===== src/rtl/swreg_table_loader.sv =====
`default_nettype none
// +----------------------------------------------------------------------------+
// | Module      : swreg_table_loader                                           |
// | Description : Software-register command sequencer for a double-buffered    |
// |               lookup table: write/auto-increment, bulk fill, frame swap.   |
// | Revision    : 1.0 - initial release                                        |
// +----------------------------------------------------------------------------+
module swreg_table_loader #(
    parameter int ADDR_W = 10,
    parameter int DATA_W = 24
) (
    input  logic              user_clk,
    input  logic              user_rst,
    input  logic [31:0]       cmd_word,
    input  logic              frame_sync,
    output logic              tbl_we,
    output logic [ADDR_W:0]   tbl_addr,
    output logic [DATA_W-1:0] tbl_din,
    output logic              active_bank,
    output logic [31:0]       status_out
);

    localparam logic [1:0] c_st_idle = 2'd0;
    localparam logic [1:0] c_st_fill = 2'd1;
    localparam logic [1:0] c_st_swap = 2'd2;

    localparam logic [2:0] c_op_set_addr = 3'd1;
    localparam logic [2:0] c_op_write    = 3'd2;
    localparam logic [2:0] c_op_fill     = 3'd3;
    localparam logic [2:0] c_op_swap     = 3'd4;
    localparam logic [2:0] c_op_clr_err  = 3'd5;
    localparam logic [2:0] c_op_bad6     = 3'd6;
    localparam logic [2:0] c_op_bad7     = 3'd7;

    localparam logic [ADDR_W-1:0] c_ptr_one = ADDR_W'(1);
    localparam logic [ADDR_W:0]   c_idx_one = {{ADDR_W{1'b0}}, 1'b1};

    logic [1:0]        r_state;
    logic [1:0]        w_state_nxt;
    logic [31:0]       r_cmd_q;
    logic              r_ack_tgl;
    logic [ADDR_W-1:0] r_ptr;
    logic [ADDR_W:0]   r_fill_idx;
    logic              r_err;
    logic [11:0]       r_swap_cnt;

    logic              w_pending;
    logic              w_fill_done;
    logic              w_accept;
    logic              w_swap_now;
    logic              w_shadow;
    logic [2:0]        w_opcode;
    logic [23:0]       w_payload;
    logic [ADDR_W-1:0] w_ptr_base;
    logic [11:0]       w_ptr_ext;
    logic              w_unused_bits;

    assign w_opcode      = r_cmd_q[30:28];
    assign w_payload     = r_cmd_q[23:0];
    assign w_pending     = r_cmd_q[31] ^ r_ack_tgl;
    // The cycle showing the last fill write doubles as an IDLE slot for accepts.
    assign w_fill_done   = (r_state == c_st_fill) && r_fill_idx[ADDR_W];
    assign w_accept      = w_pending && ((r_state == c_st_idle) || w_fill_done);
    assign w_swap_now    = (r_state == c_st_swap) && frame_sync;
    assign w_shadow      = ~active_bank;
    assign w_ptr_base    = w_fill_done ? '0 : r_ptr;
    assign w_ptr_ext     = 12'(r_ptr);
    assign w_unused_bits = ^{r_cmd_q[27:24], w_payload};

    always_ff @(posedge user_clk) begin
        if (user_rst) begin
            r_state <= c_st_idle;
        end else begin
            r_state <= w_state_nxt;
        end
    end

    always_comb begin
        w_state_nxt = r_state;
        case (r_state)
            c_st_idle: w_state_nxt = c_st_idle;
            c_st_fill: if (w_fill_done) w_state_nxt = c_st_idle;
            c_st_swap: if (frame_sync) w_state_nxt = c_st_idle;
            default:   w_state_nxt = c_st_idle;
        endcase
        if (w_accept) begin
            case (w_opcode)
                c_op_fill: w_state_nxt = c_st_fill;
                c_op_swap: w_state_nxt = c_st_swap;
                default:   w_state_nxt = c_st_idle;
            endcase
        end
    end

    always_comb begin
        status_out = {r_ack_tgl, (r_state != c_st_idle), (r_state == c_st_swap),
                      r_err, r_swap_cnt, 4'h0, w_ptr_ext};
    end

    // Sampling the live word into both cmd_q and ack_tgl at reset keeps a stale command from replaying.
    always_ff @(posedge user_clk) begin
        if (user_rst) begin
            r_cmd_q     <= cmd_word;
            r_ack_tgl   <= cmd_word[31];
            active_bank <= 1'b0;
            r_ptr       <= '0;
            r_fill_idx  <= '0;
            r_err       <= 1'b0;
            r_swap_cnt  <= '0;
            tbl_we      <= 1'b0;
            tbl_addr    <= '0;
            tbl_din     <= '0;
        end else begin
            r_cmd_q <= cmd_word;
            tbl_we  <= 1'b0;

            if ((r_state == c_st_fill) && !r_fill_idx[ADDR_W]) begin
                tbl_we     <= 1'b1;
                tbl_addr   <= {w_shadow, r_fill_idx[ADDR_W-1:0]};
                r_fill_idx <= r_fill_idx + c_idx_one;
            end
            if (w_fill_done) begin
                r_ptr <= '0;
            end
            if (w_swap_now) begin
                active_bank <= ~active_bank;
                r_swap_cnt  <= r_swap_cnt + 12'd1;
            end

            if (w_accept) begin
                r_ack_tgl <= r_cmd_q[31];
                case (w_opcode)
                    c_op_set_addr: r_ptr <= w_payload[ADDR_W-1:0];
                    c_op_write: begin
                        tbl_we   <= 1'b1;
                        tbl_addr <= {w_shadow, w_ptr_base};
                        tbl_din  <= w_payload[DATA_W-1:0];
                        r_ptr    <= w_ptr_base + c_ptr_one;
                    end
                    // Index 0 is written at the accept edge; the FILL state covers the rest.
                    c_op_fill: begin
                        tbl_we     <= 1'b1;
                        tbl_addr   <= {w_shadow, {ADDR_W{1'b0}}};
                        tbl_din    <= w_payload[DATA_W-1:0];
                        r_fill_idx <= c_idx_one;
                    end
                    c_op_clr_err:         r_err <= 1'b0;
                    c_op_bad6, c_op_bad7: r_err <= 1'b1;
                    default: ;
                endcase
            end
        end
    end

endmodule
`default_nettype wire


===== config.mk =====
export PLATFORM = sky130hd
export DESIGN_NAME = swreg_table_loader
export DESIGN_NICKNAME = d
export VERILOG_FILES = /design/src/rtl/swreg_table_loader.sv
export SDC_FILE = /design/constraint.sdc
export NUM_CORES = 1
export LEC_CHECK = 0
export ABC_AREA = 1
export BUFFER_PORTS_ARGS = -buffer_cell sky130_fd_sc_hd__buf_2
export CAP_MARGIN = 20
export CORE_UTILIZATION = 57
export DETAILED_ROUTE_END_ITERATION = 8
export GPL_TIMING_DRIVEN = 0
export PLACE_DENSITY = 0.95
export SYNTH_ARGS = -nofsm -noshare
export SYNTH_HDL_FRONTEND = slang
export SYNTH_SLANG_ARGS = --single-unit

===== constraint.sdc =====
create_clock -name user_clk -period 2.8 [get_ports user_clk]
set_input_delay 0.28 -clock user_clk [delete_from_list [all_inputs] [get_ports user_clk]]
set_output_delay 0.28 -clock user_clk [all_outputs]
set_load 0.01 [all_outputs]

# Word level (Yosys, flattened, before mapping)
# Index checks and enable logic that the tools add are counted.
dict set report op_classes {
  reduce_logical 15
  n_mux 20
  n_addsub 3
  n_bitwise 2
  eq_ne 11
}
# operator count
set op_table {}
lappend op_table {{two-way mux 11 bit} 5}
lappend op_table {{case mux 11 bit (2 select lines)} 1}
lappend op_table {{two-way mux 10 bit} 2}
lappend op_table {{case mux 10 bit (2 select lines)} 1}
lappend op_table {{adder 12 x 1 -> 12 bit, second input constant} 1}
lappend op_table {{== test 3 bit, second input constant} 4}
lappend op_table {{adder 11 x 1 -> 11 bit, second input constant} 1}
lappend op_table {{adder 10 x 1 -> 10 bit, second input constant} 1}
lappend op_table {{case mux 2 bit (2 select lines)} 2}
lappend op_table {{== test 3 x 2 -> 1 bit, second input constant} 2}
lappend op_table {{two-way mux 2 bit} 3}
lappend op_table {{AND reduction 2 bit} 3}
lappend op_table {{nonzero test 2 bit} 3}
lappend op_table {{two-way mux 1 bit} 5}
lappend op_table {{logical AND 1 bit} 4}
lappend op_table {{OR reduction 2 bit} 2}
lappend op_table {{== test 3 x 1 -> 1 bit, second input constant} 1}
lappend op_table {{inequality test 3 x 2 -> 1 bit, second input constant} 1}
lappend op_table {{inequality test 3 bit, second input constant} 1}
lappend op_table {{== test 2 x 1 -> 1 bit, second input constant} 1}
lappend op_table {{== test 2 bit, second input constant} 1}
lappend op_table {{zero test 2 bit} 1}
lappend op_table {{case mux 1 bit (2 select lines)} 1}
lappend op_table {{zero test 1 bit} 1}
lappend op_table {{3 further kinds} 3}
dict set report totals {
  out_inout_bits 69
  register_bits 106
}

# Logic depth before layout (Yosys ltp)
# Gate-level depths: netlist of the first run.
dict set report depth {
  word_depth 6
  mapped_depth 15
  mapped_depth_nobuf 14
}

# Worst setup path after synthesis of the first run
# Ideal clock, no wire load.
dict set report synth_timing {
  path_type {register -> register}
  startpoint {register r_state[1]}
  endpoint {register r_ptr[6]}
  path_stages_with_launch 14
  arrival_ps 1518
  setup_ps 132
  setup_slack_ps 1150
  n_path_buf 1
  required_ps 2668
  cell_sequence {dfxtp_1 > inv_2 > nand3_2 > buf_4 > nand2_1 > inv_1 > ha_1 > inv_1 > nor2_1 > nand2_1 > o21ai_0 > nand3_1 > nand2_1 > a21oi_1}
}
dict set report synth_via {
  elab_chain_cells 6
  elab_cells_between_ends 9
  classes_between {add/sub (1); eq/ne (1); mux (3); reduce/logical (4)}
}
# element line
set synth_lines {}
lappend synth_lines {{from (decl)} 38} ;# logic [1:0] r_state;
lappend synth_lines {{from (signal assigned)} 72} ;# r_state <= c_st_idle;
lappend synth_lines {{from (signal assigned)} 74} ;# r_state <= w_state_nxt;
lappend synth_lines {{== test 2 x 1 -> 1 bit} 62} ;# assign w_fill_done = (r_state == c_st_fill) && r_fill_idx[ADDR_W];
lappend synth_lines {{logical AND 1 bit} 62}
lappend synth_lines {{two-way mux 10 bit} {66, 122}}
lappend synth_lines {{adder 10 x 1 -> 10 bit} 138} ;# r_ptr <= w_ptr_base + c_ptr_one;
lappend synth_lines {{case mux 10 bit (2 select lines)} 132} ;# case (w_opcode)
lappend synth_lines {{two-way mux 10 bit (*)} 130} ;# if (w_accept) begin
lappend synth_lines {{to (signal assigned)} 133} ;# c_op_set_addr: r_ptr <= w_payload[ADDR_W-1:0];
lappend synth_lines {{to (signal assigned)} 138}
lappend synth_lines {{to (decl)} 42} ;# logic [ADDR_W-1:0] r_ptr;
# Mark *: on every way between the ends. The rest lies on a longest branch, timed or not.
# A chain may end at the register's enable or synchronous reset.

# Worst setup path in the final report of the first run
# Same ends and word-level chain as after synthesis.

==> results.cfg, run 1 <==
[clock_tree]
cts_max_path_buffers = 2
cts_resized = 0
cts_root_buf = clkbuf_8
cts_made_buffers = 9
cts_setup_buffers = 0
hold_buffers = 22
cts_tree = done
cts_htree_levels = 3
clk_latency_ns = 0.37
cts.sinks = 102
path_clk_slew_ns = 0.10

[synth]
synthCells = 510
seq_area_frac_synth_pct = 46.88
syn_area_mm2 = 0.004377
avgSynthCellArea_um2 = 8.582
synthDistinctLibCells = 41
synth_edf_count = 1
ys.flop_type = dfxtp_1
synthArstFlopShare_pct = 0
yosysWarnings = 0
ys_ff_latch = 102

[die]
die_w_um = 89.63
num_rows = 31
core_area_mm2 = 0.007331
die-area_mm2 = 0.008033
die_h_um = 89.63
initial_core_util_pct = 59.70
boundaryPins = 104

[sta]
maxSlewViolCount = 0
worstMarginPinSlew_ns = 0.6952
hold_viol = 0
max_freq_mhz = 483.5
setup_viol = 0
fin_skew_ns = 0.01085
rsz0062_at_grt = no
fin_crit_sh_pct = 73.87
maxSlewHeadroom_pct = 53.65
fin_tns_setup_ns = 0
min_period_ns = 2.068

[power]
p_leak_uw = 0.002330
powerDensity_mw_per_mm2 = 541.8
ir_drop_v = 0.0004063

[placed_design]
place_area_mm2 = 0.004985
placed_cells = 707
finalWeightedCongestion = 0.9019
io_buffers = 93
hpwlAfterDp_mm = 7.778

[detailed_routing]
totalWireLength_mm = 11.03
route.met3.wl_um = 675
antenna_left = 0
first_pass_iters = 5
via_per_inst = 5.230
first_iter_violations = 205
avgRoutedWirePerCell_um = 14.77
routedLengthMet1_mm = 4.516
vias = 3907
drc = 0
highest_layer = met4
route.met2.wl_mm = 5.655

[critical_path]
critical_path_class = flip-flop to flip-flop
end_kind = flip-flop
critPathArrivalTime_ns = 2.31
crit_top_cell = nand2_1
crit_family = simple AND/OR/NAND/NOR gates
crit_path_cell_trace = inv_2 > nand3_2 > buf_4 > nand2_1 > inv_1 > ha_1 > inv_1 > nor2_1 > nand2_1 > o21ai_0 > nand3_1 > nand2_1 > a21oi_1
required_ns = 3.04
critPathMaxFanout = 10
startpoint_type = flip-flop
cp_slowest_cell = dfxtp_1
r2r-start = r_state[1]
startpoint = r_state[1]
path_buf_inv = 4
slowest_delay_ns = 0.36

[grt]
grt_usage_pct = 28.67
antenna_found_initial = 0
grt_pass1_wl_mm = 17.17
grt_max_degree = 20
grt_overflow = 0
grt_pass1_vias = 3770

[outcome]
status = completed

[min_path]
hp-start = cmd_word[29]
hp-class = primary input to flip-flop

[final_layout]
drive_gt1_share_pct = 32.56
design_area_mm2 = 0.005429
diodes = 0
nets = 681
mostFrequentLayoutCell = nand2_1
fillCellCount = 513
layoutNonFillerInstCount = 747
areaGrowthSynthToFinish_pct = 24.04
most-common-layout-cells = nand2_1, dfxtp_1, buf_2

[run]
maxCapViolations = 0
-- logic make-up after synthesis --
| family | Yosys count | synth area share, % |
|---|---|---|
| xor gates and xnor gates | 12 | 2.401 |
| DFF | 102 | 46.88 |
| AOI/OAI and AO/OA | 85 | 12.75 |
| buffers and inverters | 73 | 8.977 |
| other | 1 | 0.08568 |
| adders and majority gates | 3 | 0.8577 |
| and+or+nand+nor | 234 | 28.04 |
-- cell type report --
type	count	area (µm²)	area share, %
flip-flops and latches	102	2052	37.80
plain buffers	29	225.2	4.148
clock inverters	6	55.05	1.014
inverters	44	167.7	3.088
multi-input cells	340	1951	35.93
well taps	99	123.9	2.282
repair buffers	117	705.7	13.00
clock buffers	10	148.9	2.743
-- power breakdown --
part | leakage [µW] | switching [µW] | total (µW) | internal (µW)
clock | 0.000105 | 542 | 941 | 398
sequential | 0.000838 | 41.0 | 1550 | 1510
combinational | 0.00139 | 259 | 446 | 187
-- worst register-to-register path: cells and delay by family, from the launching register on --
| kind | cells | cell delay, ns |
|---|---|---|
| compound gates | 2 | 0.26 |
| flops | 1 | 0.36 |
| buf+inv | 4 | 0.44 |
| simple gates | 6 | 0.69 |
| fa+ha+maj | 1 | 0.18 |
-- sequential cells by signal, indices dropped and copies added, names as in the netlist --
signal       cells
r_fill_idx      11
r_err            1
r_state          2
r_swap_cnt      12
tbl_addr        11
active_bank      1
r_cmd_q         28
tbl_we           1
tbl_din         24
r_ptr           10
r_ack_tgl        1
-- synthesized netlist by cell type (2+ instances only) --
| master | count | area [µm²] |
|---|---|---|
| a211oi_1 | 3 | 22.52 |
| a21oi_1 | 28 | 140.1 |
| a21oi_2 | 26 | 227.7 |
| a31oi_1 | 4 | 25.02 |
| buf_12 | 4 | 80.08 |
| buf_2 | 5 | 25.02 |
| buf_4 | 10 | 75.07 |
| clkbuf_1 | 8 | 30.03 |
| dfxtp_1 | 101 | 2022 |
| ha_1 | 3 | 37.54 |
| inv_1 | 36 | 135.1 |
| inv_2 | 7 | 26.28 |
| nand2_1 | 122 | 457.9 |
| nand2_2 | 7 | 43.79 |
| nand3_1 | 19 | 95.09 |
| nand3_2 | 33 | 330.3 |
| nand3b_1 | 2 | 15.01 |
| nand4_1 | 5 | 31.28 |
| nand4_2 | 2 | 25.02 |
| nor2_1 | 27 | 101.4 |
| nor2_2 | 2 | 12.51 |
| nor2_4 | 2 | 22.52 |
| nor3_1 | 7 | 35.03 |
| nor3b_1 | 2 | 15.01 |
| o211ai_1 | 2 | 15.01 |
| o21a_1 | 3 | 22.52 |
| o21ai_0 | 15 | 75.07 |
| xor2_1 | 12 | 105.1 |
-- metal layers --
| metal | track usage [%] | up-vias |
|---|---|---|
| met5 | 0 | - |
| met4 | 9.957 | 0 |
| met3 | 6.490 | 20 |
| met2 | 52.41 | 152 |
| met1 | 32.85 | 1814 |
| li1 | - | 1921 |
-- metrics by stage --
step                setup slack [ns]  total power (µW)  utilization (%)  hold slack [ns]
global placement              0.8843              1983            68.00           0.3822
detailed placement            0.8045              1997            68.00           0.3836
finish                        0.7318              2941            74.06          0.02167
floorplan                      1.150              1874                -           0.3077
global route                  0.5796              3050            74.06         0.003432
CTS                           0.7723              2934            73.78         0.003946
-- path summary, 6_finish.rpt --
check	end	slack [ns]	depth (start not counted)
max reg2reg	r_ptr[6]	0.73	13
min	r_cmd_q[29]	0.02	1
max	r_ptr[6]	0.73	13
min reg2reg	tbl_din[14]	0.47	2
(Power assumes the default switching activity.)
==> run 2: changes to the inputs <==
--- a/config.mk
+++ b/config.mk
@@ -8,10 +8,10 @@
 export ABC_AREA = 1
 export BUFFER_PORTS_ARGS = -buffer_cell sky130_fd_sc_hd__buf_2
 export CAP_MARGIN = 20
-export CORE_UTILIZATION = 57
+export CORE_UTILIZATION = 53
 export DETAILED_ROUTE_END_ITERATION = 8
 export GPL_TIMING_DRIVEN = 0
-export PLACE_DENSITY = 0.95
+export PLACE_DENSITY = 0.9
 export SYNTH_ARGS = -nofsm -noshare
 export SYNTH_HDL_FRONTEND = slang
 export SYNTH_SLANG_ARGS = --single-unit
==> constraint.sdc (replaced) <==
create_clock -name user_clk -period 2.1 [get_ports user_clk]
set_input_delay 0.21 -clock user_clk [delete_from_list [all_inputs] [get_ports user_clk]]
set_output_delay 0.21 -clock user_clk [all_outputs]
set_load 0.01 [all_outputs]
==> run 2 against run 1 <==
Net effect:
- power increased by 30%
- sequential share of layout area is 0.21 points lower
- largest power group unchanged
- sequential power up 34%
- flip-flop and latch count unchanged
- count of clock-buffer cells in the layout fell by 1
==> results.cfg, run 2 (synthesis results as in run 1) <==
[die]
core_area_mm2 = 0.007848
die_w_um = 92.88
die-area_mm2 = 0.008626
die_h_um = 92.88
num_rows = 32
boundaryPins = 104
initial_core_util_pct = 55.77

[sta]
holdWs_ns = 0.1179
fin_skew_ns = 0.01126
worstMarginPinSlew_ns = 0.7022
max_freq_mhz = 533.7
rsz0062_at_grt = no
setup_viol = 0
hold_viol = 0
fin_crit_sh_pct = 89.22
maxSlewHeadroom_pct = 53.19
min_period_ns = 1.874
fin_tns_setup_ns = 0
maxSlewViolCount = 0
fin_ws_ns = 0.2263

[grt]
grt_overflow = 0
grt_pass1_vias = 3826
grt_max_degree = 19
antenna_found_initial = 0
grt_pass1_wl_mm = 17.52
grt_usage_pct = 26.10

[placed_design]
finalWeightedCongestion = 0.8936
place_area_mm2 = 0.004989
hpwlAfterDp_mm = 7.698
place_ws_ns = 0.08503
io_buffers = 93

[power]
p_leak_uw = 0.002333
p_total_uw = 3819
powerDensity_mw_per_mm2 = 699.0
ir_drop_v = 0.0005004

[detailed_routing]
avgRoutedWirePerCell_um = 14.29
first_iter_violations = 243
via_per_inst = 5.223
first_pass_iters = 5
vias = 3938
antenna_left = 0
totalWireLength_mm = 10.78
drc = 0

[final_layout]
most-common-layout-cells = nand2_1, dfxtp_1, buf_2
largest_register = r_cmd_q
areaGrowthSynthToFinish_pct = 24.81
largest_register_ffs = 28
reg_top3 = r_cmd_q (28), tbl_din (24), r_swap_cnt (12)
nets = 685
mostFrequentLayoutCell = nand2_1
diodes = 0
design_area_mm2 = 0.005463
drive_gt1_share_pct = 32.98

[min_path]
hp-class = primary input to flip-flop

[clock_tree]
path_clk_slew_ns = 0.09
cts_max_path_buffers = 2
cts.sinks = 102
cts_tree = done
cts_root_buf = clkbuf_8
cts_htree_levels = 3
cts_setup_buffers = 0
clk_latency_ns = 0.38
cts_made_buffers = 9

[critical_path]
crit_top_cell = nand2_1
critPathMaxFanout = 10
critPathArrivalTime_ns = 2.12
required_ns = 2.35
cp_slowest_cell = dfxtp_1
crit_family = simple AND/OR/NAND/NOR gates
path_buf_inv = 5
end_kind = flip-flop
startpoint_type = flip-flop
critical_path_class = flip-flop to flip-flop
slowest_delay_ns = 0.36
crit_path_cell_trace = inv_2 > nand3_4 > buf_6 > nand2_1 > inv_2 > ha_1 > inv_1 > nor2_2 > nand2_2 > inv_2 > nand2_1 > nand3_1 > nand2_1 > nand2_1 > a21oi_1

[run]
maxCapViolations = 0

[outcome]
status = completed
run 2: report_power, final:
group	switching (µW)	internal (µW)	leakage, µW
registers	57.1	2020	0.000838
logic	342	254	0.00140
clock network	703	443	0.0000908
total	1100	2720	0.00233
run 2: per-stage QoR:
step / std cells / util [%]
floorplan: 515 / -
global placement: 710 / 63.57
detailed placement: 710 / 63.57
CTS: 754 / 69.39
global route: 754 / 69.61
finish: 754 / 69.61
run 2: final cells by class:
type / instances / area (µm²)
clock buffers: 9 / 123.9
clock inverters: 7 / 52.55
multi-input cells: 340 / 1963
repair buffers: 121 / 745.7
flip-flops and latches: 102 / 2053
well taps: 102 / 127.6
fillers: 622 / 2385
plain buffers: 29 / 229.0
inverters: 44 / 167.7
run 2: worst register-to-register path, delay by kind of cell, from the launching register on:
family	cells	cell delay (ns)
flops	1	0.36
simple gates	8	0.70
fa+ha+maj	1	0.18
compound gates	1	0.05
buf+inv	5	0.47
run 2: what timing repair did:
action / 4_1_cts / 5_1_grt
endpoints found under the hold margin: 28 / 0
resized for setup: 0 / 7
hold buffers: 28 / 0
endpoints found under the setup margin: 0 / 3
run 2: routing by layer:
| metal | track usage (%) | wire, µm |
|---|---|---|
| met1 | 30.94 | 4580 |
| met2 | 45.59 | 5295 |
| met3 | 4.762 | 643 |
| met4 | 11.79 | 256 |
| met5 | 0 | 0 |
run 2: path summary, 6_finish.rpt:
path | from | end | slack [ns] | cells past startpoint
hold / removal | frame_sync | r_state[1] | 0.12 | 4
hold reg to reg | r_cmd_q[18] | tbl_din[18] | 0.46 | 2
setup / recovery | r_state[1] | r_ptr[4] | 0.23 | 15
setup reg to reg | r_state[1] | r_ptr[4] | 0.23 | 15
==> run 3: changes to the inputs <==
--- a/config.mk
+++ b/config.mk
@@ -8,10 +8,10 @@
 export ABC_AREA = 1
 export BUFFER_PORTS_ARGS = -buffer_cell sky130_fd_sc_hd__buf_2
 export CAP_MARGIN = 20
-export CORE_UTILIZATION = 53
+export CORE_UTILIZATION = 57
 export DETAILED_ROUTE_END_ITERATION = 8
 export GPL_TIMING_DRIVEN = 0
-export PLACE_DENSITY = 0.9
+export PLACE_DENSITY = 0.95
 export SYNTH_ARGS = -nofsm -noshare
 export SYNTH_HDL_FRONTEND = slang
 export SYNTH_SLANG_ARGS = --single-unit
==> constraint.sdc (replaced) <==
create_clock -name user_clk -period 2.35 [get_ports user_clk]
set_input_delay 0.235 -clock user_clk [delete_from_list [all_inputs] [get_ports user_clk]]
set_output_delay 0.235 -clock user_clk [all_outputs]
set_load 0.01 [all_outputs]
==> run 3 against run 2 <==
Net effect:
- core utilization is 5.0 points higher
- clock power about the same
- largest cell class unchanged
- maximum frequency is 8.2% lower
- critical endpoint is now r_ptr[6]
==> results.cfg, run 3 (synthesis results as in run 1) <==
[final_layout]
largest_register = r_cmd_q
diodes = 0
largest_register_ffs = 28
most-common-layout-cells = nand2_1, dfxtp_1, buf_2
reg_top3 = r_cmd_q (28), tbl_din (24), r_swap_cnt (12)
nets = 685
mostFrequentLayoutCell = nand2_1
drive_gt1_share_pct = 32.36
areaGrowthSynthToFinish_pct = 24.96
fillCellCount = 506

[grt]
grt_max_degree = 20
grt_pass1_vias = 3861
top_usage_layer = met2
grt_pass1_wl_mm = 17.49
grt_usage_pct = 29.33
antenna_found_initial = 0
use_met1_pct = 33.04
grt_overflow = 0
met2_usage_pct = 53.99
met3_usage_pct = 6.399

[sta]
worstMarginPinSlew_ns = 0.7230
holdWs_ns = 0.1604
hold_viol = 0
fin_tns_setup_ns = 0
maxSlewHeadroom_pct = 51.80
fin_skew_ns = 0.009404
fin_crit_sh_pct = 86.89
min_period_ns = 2.042
setup_viol = 0
max_freq_mhz = 489.7
rsz0062_at_grt = no
maxSlewViolCount = 0

[critical_path]
required_ns = 2.59
end_kind = flip-flop
critPathMaxFanout = 10
rr_worst_depth = 13
critPathArrivalTime_ns = 2.28
startpoint_type = flip-flop
critical_path_class = flip-flop to flip-flop

[die]
die_w_um = 89.63
num_rows = 31
initial_core_util_pct = 59.70
boundaryPins = 104
core_area_mm2 = 0.007331
die-area_mm2 = 0.008033
die_h_um = 89.63

[power]
p_leak_uw = 0.002347
powerDensity_mw_per_mm2 = 640.9
ir_drop_v = 0.0004760

[clock_tree]
cts.sinks = 102
cts_resized = 0
cts_tree = done
path_clk_slew_ns = 0.10
cts_max_path_buffers = 2
cts_htree_levels = 3
cts_made_buffers = 9
clk_latency_ns = 0.37
cts_root_buf = clkbuf_8

[detailed_routing]
first_iter_violations = 213
antenna_left = 0
avgRoutedWirePerCell_um = 14.93
first_pass_iters = 5
drc = 0
totalWireLength_mm = 11.22
vias = 3915
via_per_inst = 5.213

[placed_design]
io_buffers = 93
hpwlAfterDp_mm = 7.778
finalWeightedCongestion = 0.9019

[min_path]
min_path_cells = 4
hp-class = primary input to flip-flop

[run]
maxCapViolations = 0

[outcome]
status = completed
[run 3: cell count changes in the layout (fill, tap and decap cells not counted), sizes merged]
| cell | before | now |
|---|---|---|
| clkinvlp | 1 | 0 |
| inv | 48 | 49 |
| clkinv | 2 | 1 |
| clkbuf | 17 | 18 |
[run 3: worst max-delay path: stages (launching register included)]
cell	delay, ns
dfxtp_1	0.36
inv_2	0.07
nand3_2	0.12
buf_4	0.20
nand2_1	0.09
inv_1	0.12
ha_1	0.19
inv_1	0.04
nor2_1	0.15
nand2_1	0.14
o21ai_0	0.19
nand3_1	0.10
nand2_1	0.08
a21oi_1	0.06
[run 3: path summary, 6_finish.rpt]
path / slack, ns / start / endpoint
setup / recovery: 0.31 / r_state[1] / r_ptr[6]
hold / removal: 0.16 / frame_sync / r_state[1]
setup reg to reg: 0.31 / r_state[1] / r_ptr[6]
hold reg to reg: 0.47 / r_cmd_q[21] / tbl_din[21]
[run 3: timing repair]
item                      CTS  global route
buffers inserted            0             0
hold endpoints to repair   28             0
hold buffers               28             0
[run 3: routing by layer]
metal  part of all wire (%)  wire, µm
met5                      0         0
met1                     40      4453
met4                    2.3       260
met2                     52      5841
met3                    5.9       659
[run 3: through the flow]
| step | utilization (%) | cells | total power, µW | cell area (µm²) | setup WS [ns] |
|---|---|---|---|---|---|
| after floorplan | - | 515 | 2232 | 4395 | 0.6997 |
| after global placement | 68.00 | 707 | 2362 | 4985 | 0.4343 |
| after detailed placement | 68.00 | 707 | 2380 | 4985 | 0.3545 |
| after CTS | 74.60 | 751 | 3503 | 5469 | 0.3223 |
| after global routing | 74.60 | 751 | 3642 | 5469 | 0.1310 |
| final | 74.60 | 751 | 3505 | 5469 | 0.3081 |
[run 3: layout make-up]
class | count | area [µm²] | share of cell area, %
Sequential cell | 102 | 2052 | 37.52
Tap cell | 99 | 123.9 | 2.265
Clock buffer | 10 | 148.9 | 2.722
Clock inverter | 6 | 55.05 | 1.007
Buffer | 29 | 225.2 | 4.118
Timing Repair Buffer | 121 | 745.7 | 13.64
Multi-Input combinational cell | 340 | 1951 | 35.67
Inverter | 44 | 167.7 | 3.066
[run 3: power by group]
group	total, µW	switching [µW]	internal (µW)
logic	537	310	227
registers	1850	49.1	1800
clock network	1120	641	474
total	3510	1000	2500
